File: src/rtl/bus_arbiter_mem_pkg.sv
// Shared definitions for the dual-core bus arbiter: FSM encoding, grant
// levels, core indices and a one-hot grant helper.
package bus_defs;

  typedef enum logic [1:0] {
    IDLE  = 2'd0,
    GRANT = 2'd1,
    GAP   = 2'd2
  } state_t;

  localparam logic BUS_GRANTED     = 1'b1;
  localparam logic BUS_NOT_GRANTED = 1'b0;

  localparam logic CORE0 = 1'b0;
  localparam logic CORE1 = 1'b1;

  // One-hot grant vector for the given core index
  function automatic logic [1:0] onehot2(input logic idx);
    logic [1:0] g;
    g      = {2{BUS_NOT_GRANTED}};
    g[idx] = BUS_GRANTED;
    return g;
  endfunction

endpackage

File: src/rtl/bus_arbiter_mem_if.sv
// Processor bus handshake between the two cores (master) and the
// arbiter/memory responder (slave).
interface bus_arbiter_mem_if #(
  parameter int ADDR_WIDTH = 4,
  parameter int DATA_WIDTH = 8
);

  logic [1:0]            bus_request_in;
  logic [ADDR_WIDTH-1:0] addr0_in;
  logic [ADDR_WIDTH-1:0] addr1_in;
  logic [1:0]            bus_grant_out;
  logic [DATA_WIDTH-1:0] data_out;
  logic [3:0]            beat_out;

  modport master (
    output bus_request_in, addr0_in, addr1_in,
    input  bus_grant_out, data_out, beat_out
  );

  modport slave (
    input  bus_request_in, addr0_in, addr1_in,
    output bus_grant_out, data_out, beat_out
  );

endinterface

File: src/rtl/bus_arbiter_mem_rr_arbiter2.sv
// Two-way round-robin pick: a lone requester wins outright; on a tie the
// core that did not win last time gets the bus.
module rr_arbiter2
  import bus_defs::*;
(
  input  logic [1:0] req,
  input  logic       rr_last,
  output logic       grant_vld,
  output logic       winner
);

  // Combinational winner selection
  always_comb begin
    grant_vld = |req;
    winner    = CORE0;
    if (req == 2'b11) begin
      winner = (rr_last == CORE0) ? CORE1 : CORE0;
    end else if (req[1]) begin
      winner = CORE1;
    end
  end

endmodule

File: src/rtl/bus_arbiter_mem.sv
// Shared-bus responder: arbitrates two cores and returns a BURST_LEN-word
// burst from local memory starting at the winner's address.
// Optional feature macro: GRANT_EARLY_RELEASE_EN (burst ends early when the
// granted core drops its request).
module bus_arbiter_mem
  import bus_defs::*;
#(
  parameter int ADDR_WIDTH = 4,
  parameter int DATA_WIDTH = 8,
  parameter int BURST_LEN  = 2
) (
  input  logic                  clk,
  input  logic                  reset_in,
  bus_arbiter_mem_if.slave      bus,
  input  logic                  mem_we_in,
  input  logic [ADDR_WIDTH-1:0] mem_waddr_in,
  input  logic [DATA_WIDTH-1:0] mem_wdata_in
);

  logic [DATA_WIDTH-1:0] mem [2**ADDR_WIDTH];

  state_t                state_q, state_nxt;
  logic [1:0]            grant_q, grant_nxt;
  logic [DATA_WIDTH-1:0] data_q, data_nxt;
  logic [3:0]            beat_q, beat_nxt;
  logic                  rr_last_q, rr_last_nxt;
  logic [ADDR_WIDTH-1:0] base_q, base_nxt;

  logic                  arb_vld;
  logic                  winner;
  logic [ADDR_WIDTH-1:0] win_addr;
  logic [ADDR_WIDTH-1:0] rd_addr;
  logic                  last_beat;
  logic                  burst_end;

  rr_arbiter2 u_arb (
    .req       (bus.bus_request_in),
    .rr_last   (rr_last_q),
    .grant_vld (arb_vld),
    .winner    (winner)
  );

  assign win_addr  = (winner == CORE1) ? bus.addr1_in : bus.addr0_in;
  // Burst addresses wrap modulo the memory depth
  assign rd_addr   = base_q + ADDR_WIDTH'(beat_q) + ADDR_WIDTH'(1);
  assign last_beat = (beat_q >= 4'(BURST_LEN - 1));

`ifdef GRANT_EARLY_RELEASE_EN
  assign burst_end = last_beat || ((bus.bus_request_in & grant_q) == 2'b00);
`else
  assign burst_end = last_beat;
`endif

  // Memory load port; reads in the same cycle see the previous contents
  always_ff @(posedge clk) begin
    if (mem_we_in) begin
      mem[mem_waddr_in] <= mem_wdata_in;
    end
  end

  // State and control registers, cleared asynchronously
  always_ff @(posedge clk or posedge reset_in) begin
    if (reset_in) begin
      state_q   <= IDLE;
      grant_q   <= 2'b00;
      data_q    <= '0;
      beat_q    <= 4'd0;
      rr_last_q <= CORE1;
    end else begin
      state_q   <= state_nxt;
      grant_q   <= grant_nxt;
      data_q    <= data_nxt;
      beat_q    <= beat_nxt;
      rr_last_q <= rr_last_nxt;
    end
  end

  // Burst base address only matters while granted, so it carries no reset
  always_ff @(posedge clk) begin
    base_q <= base_nxt;
  end

  // Next-state logic
  always_comb begin
    state_nxt = state_q;
    case (state_q)
      IDLE:    if (arb_vld) state_nxt = GRANT;
      GRANT:   if (burst_end) state_nxt = GAP;
      GAP:     state_nxt = IDLE;
      default: state_nxt = IDLE;
    endcase
  end

  // Next values of grant, data, beat, base and round-robin pointer
  always_comb begin
    grant_nxt   = {2{BUS_NOT_GRANTED}};
    data_nxt    = '0;
    beat_nxt    = 4'd0;
    base_nxt    = base_q;
    rr_last_nxt = rr_last_q;
    case (state_q)
      IDLE: begin
        if (arb_vld) begin
          grant_nxt   = onehot2(winner);
          base_nxt    = win_addr;
          data_nxt    = mem[win_addr];
          rr_last_nxt = winner;
        end
      end
      GRANT: begin
        if (!burst_end) begin
          grant_nxt = grant_q;
          beat_nxt  = beat_q + 4'd1;
          data_nxt  = mem[rd_addr];
        end
      end
      default: begin
        grant_nxt = {2{BUS_NOT_GRANTED}};
      end
    endcase
  end

  assign bus.bus_grant_out = grant_q;
  assign bus.data_out      = data_q;
  assign bus.beat_out      = beat_q;

endmodule

File: src/flat_wrapper.sv
// flat-port wrapper written by rule: the top's interface ports become plain ports
module bus_arbiter_mem_flat import bus_defs::*;
#(
  parameter int ADDR_WIDTH = 4,
  parameter int DATA_WIDTH = 8,
  parameter int BURST_LEN  = 2
)
  (clk, reset_in, mem_we_in, mem_waddr_in, mem_wdata_in, bus_bus_request_in, bus_addr0_in, bus_addr1_in, bus_bus_grant_out, bus_data_out, bus_beat_out);
  bus_arbiter_mem_if #(.ADDR_WIDTH(ADDR_WIDTH), .DATA_WIDTH(DATA_WIDTH)) bus_i ();
  input  logic clk;
  input  logic reset_in;
  input  logic mem_we_in;
  input  logic [ADDR_WIDTH-1:0] mem_waddr_in;
  input  logic [DATA_WIDTH-1:0] mem_wdata_in;
  input wire logic [$bits(bus_i.bus_request_in)-1:0] bus_bus_request_in;
  input wire logic [$bits(bus_i.addr0_in)-1:0] bus_addr0_in;
  input wire logic [$bits(bus_i.addr1_in)-1:0] bus_addr1_in;
  output wire logic [$bits(bus_i.bus_grant_out)-1:0] bus_bus_grant_out;
  output wire logic [$bits(bus_i.data_out)-1:0] bus_data_out;
  output wire logic [$bits(bus_i.beat_out)-1:0] bus_beat_out;
  assign bus_i.bus_request_in = bus_bus_request_in;
  assign bus_i.addr0_in = bus_addr0_in;
  assign bus_i.addr1_in = bus_addr1_in;
  assign bus_bus_grant_out = bus_i.bus_grant_out;
  assign bus_data_out = bus_i.data_out;
  assign bus_beat_out = bus_i.beat_out;
  bus_arbiter_mem #(.ADDR_WIDTH(ADDR_WIDTH), .DATA_WIDTH(DATA_WIDTH), .BURST_LEN(BURST_LEN)) u_core (.clk(clk), .reset_in(reset_in), .bus(bus_i), .mem_we_in(mem_we_in), .mem_waddr_in(mem_waddr_in), .mem_wdata_in(mem_wdata_in));
endmodule
File: config.mk
export PLATFORM = sky130hd
export DESIGN_NAME = bus_arbiter_mem_flat
export DESIGN_NICKNAME = d
export VERILOG_FILES = /design/src/rtl/bus_arbiter_mem_pkg.sv /design/src/rtl/bus_arbiter_mem_if.sv /design/src/rtl/bus_arbiter_mem_rr_arbiter2.sv /design/src/rtl/bus_arbiter_mem.sv /design/src/flat_wrapper.sv
export SDC_FILE = /design/constraint.sdc
export NUM_CORES = 1
export LEC_CHECK = 0
export BUFFER_PORTS_ARGS = -buffer_cell sky130_fd_sc_hd__buf_2
export CORE_MARGIN = 4
export CORE_UTILIZATION = 55
export CTS_BUF_LIST = sky130_fd_sc_hd__clkbuf_4
export DETAILED_ROUTE_END_ITERATION = 16
export PLACE_DENSITY_LB_ADDON = 0.08
export SYNTH_ARGS = -nofsm -noshare
export SYNTH_HDL_FRONTEND = slang
export SYNTH_SLANG_ARGS = --single-unit
export TNS_END_PERCENT = 5
File: constraint.sdc
create_clock -name clk -period 6.6 [get_ports clk]
set_clock_uncertainty 0.1 [all_clocks]
set_input_delay 0 -clock clk [delete_from_list [all_inputs] [get_ports clk]]
set_output_delay 0 -clock clk [all_outputs]
set_load 0.05 [all_outputs]
==> impl_metrics.csv, run 1 <==
group,metric,value,unit
run_status,status,"completed",
pwr,power_density,375,nW/µm²
sta,maxSlewHeadroom,26.3,%
min_path,worstHoldPathType,"primary input to register",
global_route,antenna_found_initial,0,
synthesis,synth_compound_area_share,4.61,%
synthesis,synth.area.top_cells,"edfxtp_1 (56%), mux4_2 (12%), mux2i_1 (9.9%)",
pwr,ir_drop,0.280,mV
floorplan,die_x,121,µm
synthesis,synth_fa_ha_area_share,1.35,%
finish,syn2layout_area_growth,13.0,%
global_route,met1_usage,32.5,%
finish,mostFrequentLayoutCells,"edfxtp_1 (132), mux2i_1 (70), buf_2 (38), mux4_2 (37), nand2_1 (27)",
detailed_routing,drt_iter0_drc,334,
worst_setup_path,crit_family,"multiplexers",
detailed_routing,via_count,4108,
synthesis,synth_ff_type,"edfxtp_1",
sta,grt_setup_unrepaired,"false",
synthesis,synth-edff-count,132,
synthesis,synth_top_family_by_area,"multiplexers",
clock_tree,post_cts_buffers,0,
sta,fin_tns_setup,0,ps
synthesis,synth_fp_nets,450,
sta,min_period,2970,ps
worst_setup_path,crit_arrival,3320,ps
synthesis,netlist_area,7050,µm²
clock_tree,htree_levels,4,
floorplan,initial_core_util,56.1,%
global_route,grt_busiest_layer,"met2",
global_route,grt_overflow,0,
placed_design,placed_cell_area,7460,µm²
placed_design,io_buffer_count,38,
detailed_routing,vias_per_cell,6.12,
synthesis,ys_warn_count,0,
synthesis,netlist_instances,418,
finish,drive_above_1_share,25.5,%
worst_setup_path,max_stage_delay,490,ps
detailed_routing,ant_nets,0,
global_route,grt_first_pass_wirelength,24800,µm
synthesis,muxShareOfSynthArea,25.2,%
global_route,use_met3,5.36,%
pwr,p_leak,2.96,nW
detailed_routing,wl_per_cell,24.2,µm
finish,final_common_cell,"edfxtp_1",
floorplan,num_rows,41,
finish,num_antenna_cells,0,
worst_setup_path,reg2regPathDepth,8,
detailed_routing,drt_wl_total,16200,µm
synthesis,async_reset_ff_share,11.4,%
min_path,worst_hold_path.num_cells,4,
floorplan,die_area,14700,µm²
worst_setup_path,path_buf_inv,2,
clock_tree,cts_tree,"yes",
synthesis,synth_simple_gate_area_share,4.27,%
worst_setup_path,r2r_slack,3630,ps
clock_tree,cts_buffer_depth,2,
worst_setup_path,path_max_fanout,32,
global_route,grt_use_total,23.6,%
sta,hold_viol,0,
synthesis,synth_cell_types,46,
clock_tree,cts_root_buf,"clkbuf_4",
worst_setup_path,critical_path_class,"register to register",
sta,period_share,45.0,%
global_route,grt_max_degree,52,
global_route,grt_pass1_vias,4194,
worst_setup_path,crit_top_cell,"mux2i_1",
worst_setup_path,crit_slowest_cell,"fa_1",
synthesis,yosys.area_share.xor_xnor,0.372,%
sta,tightest_slew,1100,ps
worst_setup_path,cp.required,6960,ps
worst_setup_path,end_kind,"register",
floorplan,die_h,121,µm
synthesis,syn_avg_cell_area,16.9,µm²
global_route,grt_use_met2,37.4,%
clock_tree,numCtsBuffers,17,
sta,final_max_slew_viol_count,0,
clock_tree,clk_pin_slew,120,ps
clock_tree,worstSkewPairLatency,560,ps
flow_run,drv_cap,0,
sta,fmaxAchievable,0.337,GHz
clock_tree,clock-sinks,149,
detailed_routing,drtPass1Iterations,5,
placed_design,globalplace.congestion,0.802,
detailed_routing,drc_errors,0,
worst_setup_path,cp.depth,8,
worst_setup_path,cp_cell_sequence,"inv_1 -> ha_2 -> fa_1 -> buf_4 -> mux4_2 -> mux2i_1 -> mux2i_1 -> a32o_1",
floorplan,core,12600,µm²
synthesis,synth_seq_cells,149,
floorplan,io_pins,39,
finish,final_nets,518,
worst_setup_path,start_kind,"register",
sta,final-setup-viol-count,0,
finish,design_area,7970,µm²
synthesis,ys_seq_area_share,62.2,%
synthesis,synth_top_cell_area_share,56.2,%
placed_design,hpwl,10200,µm
synthesis,yosysTopAreaCell,"edfxtp_1",
metrics by stage:
step	hold slack (ps)	util [%]	instances	setup WS, ps	power, mW
2_1_floorplan	-175	-	418	3590	2.07
3_3_place_gp	47.0	59.4	619	3710	2.36
3_5_place_dp	51.1	59.4	619	3710	2.37
4_1_cts	4.99	63.4	671	3680	3.00
5_1_grt	32.8	63.4	671	3550	3.13
6_report	33.1	63.4	671	3630	2.98
worst min-delay path, cell delays in order:
cell and delay (ps):
buf_2 80, mux2i_1 60, buf_4 190, clkinv_1 210
power breakdown:
group          leakage [nW]  switching [mW]  internal [mW]
Sequential             1.41          0.0354           1.09
Clock                 0.171           0.312          0.307
Combinational          1.37           0.681          0.556
Total                  2.96            1.03           1.96
state kept, by name (all words and copies together) (netlist names):
signal                    flops
u_core.base_q                 4
u_core.bus.data_out           8
u_core.bus.beat_out           4
u_core.bus.bus_grant_out      2
u_core.rr_last_q              1
u_core.state_q                2
u_core.mem                  128
final cells by class:
cell class | count | area [µm²]
fillers | 916 | 4600
flip-flops and latches | 149 | 4390
multi-input cells | 240 | 2550
repair buffers | 69 | 473
well taps | 172 | 215
clock inverters | 12 | 160
clock buffers | 20 | 150
inverters | 9 | 33.8
cells by family after synthesis:
family          Yosys count
fa+ha+maj                 7
flops                   149
compound gates           45
xor+xnor                  3
buf+inv                  29
simple gates             66
other cells               1
mux                     118
cell usage after synthesis (2+ instances only):
library cell / number
mux4_1: 7
inv_1: 7
a21oi_1: 13
a211o_1: 6
nor3_1: 4
a31oi_1: 2
clkbuf_1: 6
mux2_2: 2
dfrtp_1: 16
mux4_2: 37
nand3b_1: 3
edfxtp_1: 132
nor2_1: 20
buf_2: 12
xnor2_1: 2
a22oi_1: 2
ha_1: 6
o211ai_1: 2
o22ai_1: 6
a221oi_1: 2
and2_1: 2
o21ai_0: 3
mux2i_1: 70
nand2_1: 27
a32o_1: 6
nand2b_1: 3
routing by layer:
layer | part of all wire, % | routed length [µm]
met5 | 0 | 0
met4 | 2.3 | 378
met3 | 6.9 | 1120
met2 | 48 | 7860
met1 | 42 | 6870
path summary, 6_finish.rpt:
path,start,end
min,bus_addr0_in[3],u_core.base_q[3]
min reg2reg,u_core.state_q[1],u_core.bus.bus_grant_out[1]
max,u_core.bus.beat_out[0],u_core.bus.data_out[4]
max in group asynchronous,reset_in,u_core.bus.data_out[7]
max reg2reg,u_core.bus.beat_out[0],u_core.bus.data_out[4]
min in group asynchronous,reset_in,u_core.bus.beat_out[3]
timing repair:
| action | in CTS | in global routing |
|---|---|---|
| resized for setup | 0 | 0 |
| hold buffers | 20 | 0 |
| hold endpoints to repair | 206 | 0 |
Note: power is estimated with default switching activity, not from simulation.
==> run 2, diff against run 1 <==
clock period = 3.1 ns   (was 6.6 ns; I/O delays follow)
==> run 2 against run 1 <==
Die area unchanged. Final cell count up 2.5%. Hold slack better by 12 ps. Core utilization up 0.51 points. Register-to-register slack worse by 3400 ps. Clock power up 55%. First-iteration DRC count up 34%. Via count up 4.5%. Critical endpoint is now u_core.bus.data_out[2]. Largest cell class unchanged. Highest routed layer unchanged.
==> impl_metrics.csv, run 2 (synthesis results as in run 1) <==
group,metric,value,unit
finish,largest_reg_flops,128,
finish,final_common_cell,"edfxtp_1",
finish,num-fill-cells,907,
detailed_routing,drt_wl_total,16600,µm
global_route,grt_pass1_vias,4287,
floorplan,die_area,14700,µm²
finish,seq_area,4390,µm²
detailed_routing,wl_per_cell,24.1,µm
global_route,grt_max_degree,33,
clock_tree,worstSkewPairLatency,560,ps
floorplan,die_x,121,µm
pwr,p_leak,3.00,nW
flow_run,drv_cap,0,
finish,final_nets,534,
worst_setup_path,crit_arrival,3210,ps
pwr,ir_drop,0.360,mV
run_status,status,"completed",
sta,final_max_slew_viol_count,0,
global_route,grt_overflow,0,
clock_tree,htree_levels,4,
finish,drive_above_1_share,26.2,%
sta,maxSlewHeadroom,33.8,%
global_route,antenna_found_initial,1,
floorplan,io_pins,39,
sta,grt_setup_unrepaired,"false",
detailed_routing,drtPass1Iterations,5,
placed_design,io_buffer_count,38,
detailed_routing,vias_per_cell,6.24,
detailed_routing,drc_errors,0,
clock_tree,clock-sinks,149,
worst_setup_path,cp.required,3430,ps
clock_tree,cts_buffer_depth,2,
detailed_routing,drt_iter0_drc,446,
clock_tree,cts_resized,0,
sta,period_share,93.0,%
worst_setup_path,path_max_fanout,8,
placed_design,hpwl,10800,µm
min_path,worstHoldPathType,"primary input to register",
sta,min_period,2880,ps
sta,tightest_slew,989,ps
worst_setup_path,end_kind,"register",
sta,final-setup-viol-count,0,
clock_tree,ctsHoldBuffers,23,
finish,mostFrequentLayoutCells,"edfxtp_1 (132), mux2i_1 (70), buf_2 (38), mux4_2 (37), nand2_1 (27)",
detailed_routing,ant_nets,0,
clock_tree,post_cts_buffers,0,
floorplan,initial_core_util,56.1,%
pwr,power_density,763,nW/µm²
clock_tree,cts_tree,"yes",
floorplan,die_h,121,µm
global_route,grt_first_pass_wirelength,25200,µm
sta,hold_viol,0,
clock_tree,clk_pin_slew,110,ps
detailed_routing,via_count,4291,
clock_tree,cts_root_buf,"clkbuf_4",
sta,fin_tns_setup,0,ps
sta,fmaxAchievable,0.347,GHz
finish,top_register,"u_core.mem",
clock_tree,numCtsBuffers,17,
global_route,grt_use_total,24.1,%
floorplan,num_rows,41,
floorplan,core,12600,µm²
worst_setup_path,critical_path_class,"register to register",
finish,syn2layout_area_growth,13.9,%
worst_setup_path,start_kind,"register",
sta,whs,45.1,ps
placed_design,globalplace.congestion,0.791,
finish,multiInputGateArea,2550,µm²
-- run 2: cell count changes in the layout (fill, tap and decap cells not counted) --
cell,change
clkinvlp_4,-1
diode_2,+1
clkbuf_4,+2
bufinv_16,-4
buf_12,+3
buf_4,+10
clkinv_1,+5
clkinv_2,-2
dlygate4sd3_1,+3
-- run 2: critical path, cell delays in order (launching register included) --
cell and delay [ps]:
dfstp_2 410, a21boi_4 310, mux2i_1 300, dlygate4sd3_1 590, clkinv_1 300, nand2_1 220, nor2_1 70, a22oi_1 310
o211ai_1 140
-- run 2: metrics by stage --
stage	power, mW	utilization, %	std cells	area, µm²	worst slack (ps)
6_report	6.13	63.9	688	8030	218
5_1_grt	6.41	63.9	688	8030	178
4_1_cts	6.15	63.9	687	8030	274
3_5_place_dp	5.17	60.4	632	7590	471
3_3_place_gp	5.14	60.4	632	7590	522
2_1_floorplan	4.41	-	418	7050	89.1
-- run 2: per-layer routing --
metal	share of wire, %	track usage, %	routed length (µm)	up-vias
met1	42	33.6	7020	2205
met2	48	38.4	8020	199
met3	7.7	5.83	1270	25
met4	1.5	7.00	250	0
li1	-	-	-	1862
met5	0	0	0	-
-- run 2: power by group --
group | leakage (nW) | total, mW | switching [mW] | internal [mW]
Sequential | 1.41 | 2.40 | 0.0732 | 2.33
Clock | 0.124 | 0.961 | 0.623 | 0.338
Combinational | 1.47 | 2.77 | 1.48 | 1.30
-- run 2: final timing paths --
kind	startpoint	end	slack, ps	cells after the start
worst max register to register	u_core.rr_last_q	u_core.bus.data_out[2]	220	8
worst min-delay path	bus_addr0_in[1]	u_core.base_q[1]	50	4
worst max-delay path	u_core.rr_last_q	u_core.bus.data_out[2]	220	8
min in group asynchronous	reset_in	u_core.state_q[0]	580	4
max in group asynchronous	reset_in	u_core.bus.data_out[3]	1820	4
worst min register to register	u_core.state_q[1]	u_core.bus.bus_grant_out[1]	390	1
-- run 2: area by class of cell --
type | count | area share (%)
clock inverter | 10 | 0.514
multi-input combinational | 240 | 31.7
sequential | 149 | 54.6
inverter | 9 | 0.420
timing repair buffer | 85 | 7.94
tap | 172 | 2.68
antenna | 1 | 0.0311
clock buffer | 22 | 2.06
==> run 3, diff against run 2 <==
GPL_TIMING_DRIVEN = 1   (was unset)
SYNTH_HIERARCHICAL = 1   (was unset)
==> run 3 against run 2 <==
Flip-flop and latch count did not move. Non-clock buffer count fell by 6. Critical path type unchanged. Setup slack got worse by 3.0 ps. Highest routed layer unchanged.
==> impl_metrics.csv, run 3 <==
group,metric,value,unit
sta,final_max_slew_viol_count,0,
detailed_routing,vias_per_cell,6.35,
finish,largest_reg_flops,128,
synthesis,synth.area.top_cells,"edfxtp_1 (56%), mux4_2 (11%), dfrtp_1 (5.7%)",
worst_setup_path,r2r_slack,210,ps
global_route,grt_use_total,26.7,%
sta,period_share,93.1,%
clock_tree,htree_levels,4,
global_route,grt_use_met2,42.8,%
global_route,grt_max_degree,36,
worst_setup_path,cp_cell_sequence,"a21boi_1 -> mux2i_4 -> inv_2 -> mux4_2 -> o2111a_1 -> or4_1",
detailed_routing,drc_errors,0,
floorplan,num_rows,41,
global_route,grt_pass1_vias,5138,
clock_tree,numCtsBuffers,17,
synthesis,netlist_instances,511,
synthesis,synth-edff-count,132,
sta,grt_setup_unrepaired,"false",
synthesis,async_reset_ff_share,11.4,%
synthesis,netlist_top_cells_count,"edfxtp_1 (132), nand2_1 (89), nand3_1 (42)",
synthesis,synth_ff_type,"edfxtp_1",
pwr,power_density,739,nW/µm²
placed_design,hpwl,11800,µm
detailed_routing,via_count,4876,
finish,num_antenna_cells,0,
clock_tree,worstSkewPairLatency,560,ps
worst_setup_path,max_stage_delay,560,ps
floorplan,die_h,121,µm
finish,top_register,"u_core/mem",
pwr,power,5.96,mW
detailed_routing,drtPass1Iterations,5,
worst_setup_path,path_max_fanout,21,
worst_setup_path,crit_arrival,3220,ps
finish,final_nets,615,
placed_design,io_buffer_count,38,
placed_design,pre_cts_slack,233,ps
synthesis,ys_warn_count,6,
synthesis,yosysMostFrequentCell,"edfxtp_1",
floorplan,die_x,121,µm
finish,post-route-util,64.2,%
sta,maxSlewHeadroom,10.6,%
worst_setup_path,start_kind,"register",
global_route,grt_busiest_layer,"met2",
sta,fmaxAchievable,0.347,GHz
worst_setup_path,end_kind,"register",
worst_setup_path,critical_path_class,"register to register",
synthesis,ys_seq_area_share,62.3,%
worst_setup_path,reg2regPathDepth,6,
synthesis,syn_avg_cell_area,13.8,µm²
worst_setup_path,timing.rr.end,"u_core/bus.data_out[4]",
synthesis,synth_top_cell_area_share,56.3,%
clock_tree,cts_root_buf,"clkbuf_4",
placed_design,placed_cell_area,7530,µm²
pwr,ir_drop,0.397,mV
synthesis,yosysTopAreaCell,"edfxtp_1",
global_route,use_met3,6.11,%
sta,fin_tns_setup,0,ps
finish,syn2layout_area_growth,14.5,%
worst_setup_path,r2r-start,"u_core/rr_last_q",
clock_tree,clock-sinks,149,
finish,drive_above_1_share,22.0,%
pwr,p_leak,2.95,nW
floorplan,io_pins,39,
worst_setup_path,crit_slowest_cell,"mux4_2",
finish,final_common_cell,"edfxtp_1",
sta,final-setup-viol-count,0,
finish,design_area,8060,µm²
floorplan,initial_core_util,56.1,%
sta,min_period,2890,ps
floorplan,core,12600,µm²
clock_tree,clk_pin_slew,120,ps
finish,multiInputGateArea,2510,µm²
sta,hold_viol,0,
run_status,status,"completed",
finish,num-fill-cells,972,
worst_setup_path,cp.required,3440,ps
synthesis,synth_seq_cells,149,
detailed_routing,ant_nets,0,
global_route,grt_first_pass_wirelength,28600,µm
detailed_routing,wl_per_cell,23.8,µm
synthesis,synth_cell_types,44,
sta,setup_slack,215,ps
synthesis,synth_fp_nets,543,
global_route,met1_usage,34.3,%
clock_tree,cts_resized,0,
min_path,worstHoldPathType,"primary input to asynchronous set/reset pin",
finish,seq_area,4390,µm²
synthesis,netlist_area,7050,µm²
detailed_routing,drt_wl_total,18300,µm
clock_tree,cts_buffer_depth,2,
detailed_routing,drt_iter0_drc,397,
sta,tightest_slew,1340,ps
flow_run,drv_cap,0,
clock_tree,cts_tree,"yes",
finish,mostFrequentLayoutCells,"edfxtp_1 (132), nand2_1 (89), nand3_1 (42), buf_2 (38), mux4_2 (35)",
placed_design,globalplace.congestion,0.875,
global_route,antenna_found_initial,0,
global_route,grt_overflow,0,
floorplan,die_area,14700,µm²
==> run 3: area by class of cell <==
cell class | instances | share of cell area (%)
Inverter | 10 | 0.465
Tap cell | 172 | 2.67
Clock inverter | 14 | 2.27
Clock buffer | 18 | 1.68
Timing Repair Buffer | 79 | 7.32
Multi-Input combinational cell | 326 | 31.2
Sequential cell | 149 | 54.4
==> run 3: cell families (layout without fill, tap and decap cells) <==
kind of cell	count (synthesis)	count (layout)	synth area share (%)
adder cells (fa/ha/maj)	7	7	1.35
AO/OA/AOI/OAI	69	69	6.66
flip-flops	149	149	62.3
buffers and inverters	36	121	2.06
XOR/XNOR	2	2	0.249
other	1	1	0.0532
multiplexers	61	61	15.1
AND/OR/NAND/NOR	186	186	12.2
==> run 3: report_power, final <==
part / internal (mW) / leakage, nW / switching, mW
clock: 0.645 / 0.174 / 0.677
sequential: 2.32 / 1.41 / 0.0583
combinational: 0.950 / 1.37 / 1.31
total: 3.91 / 2.95 / 2.04
==> run 3: critical path, delay by kind of cell (launching register included) <==
kind | cells | cell delay (ps)
buffers and inverters | 1 | 400
flip-flops | 1 | 550
AND/OR/NAND/NOR | 1 | 520
multiplexers | 2 | 790
AO/OA/AOI/OAI | 2 | 400
==> run 3: worst max-delay path by stage <==
stage / startpoint / end / slack, ps / depth (start not counted)
finish: u_core/rr_last_q / u_core/bus.data_out[4] / 210 / 6
global placement: u_core/rr_last_q / u_core/bus.data_out[4] / 280 / 6
detailed placement: u_core/rr_last_q / u_core/bus.data_out[4] / 230 / 6
floorplan: u_core/bus.beat_out[0] / u_core/bus.data_out[2] / 8 / 8
CTS: u_core/rr_last_q / u_core/bus.data_out[4] / 220 / 6
global route: u_core/rr_last_q / u_core/bus.data_out[3] / 90 / 8
==> run 3: layer usage <==
| layer | vias up | wire, µm |
|---|---|---|
| li1 | 2125 | - |
| met1 | 2434 | 7020 |
| met2 | 253 | 9020 |
| met3 | 64 | 1490 |
| met4 | 0 | 735 |
| met5 | - | 0 |
==> run 3: repair_timing <==
item	in CTS	in global routing
hold buffers	22	0
setup buffers	0	0
endpoints found under the hold margin	208	0
==> run 3: per-stage QoR <==
stage / hold WS (ps) / std cells
CTS: 5.60 / 768
detailed placement: 83.2 / 714
global placement: 83.2 / 714
finish: 25.4 / 768
floorplan: -175 / 511
global route: 49.0 / 768
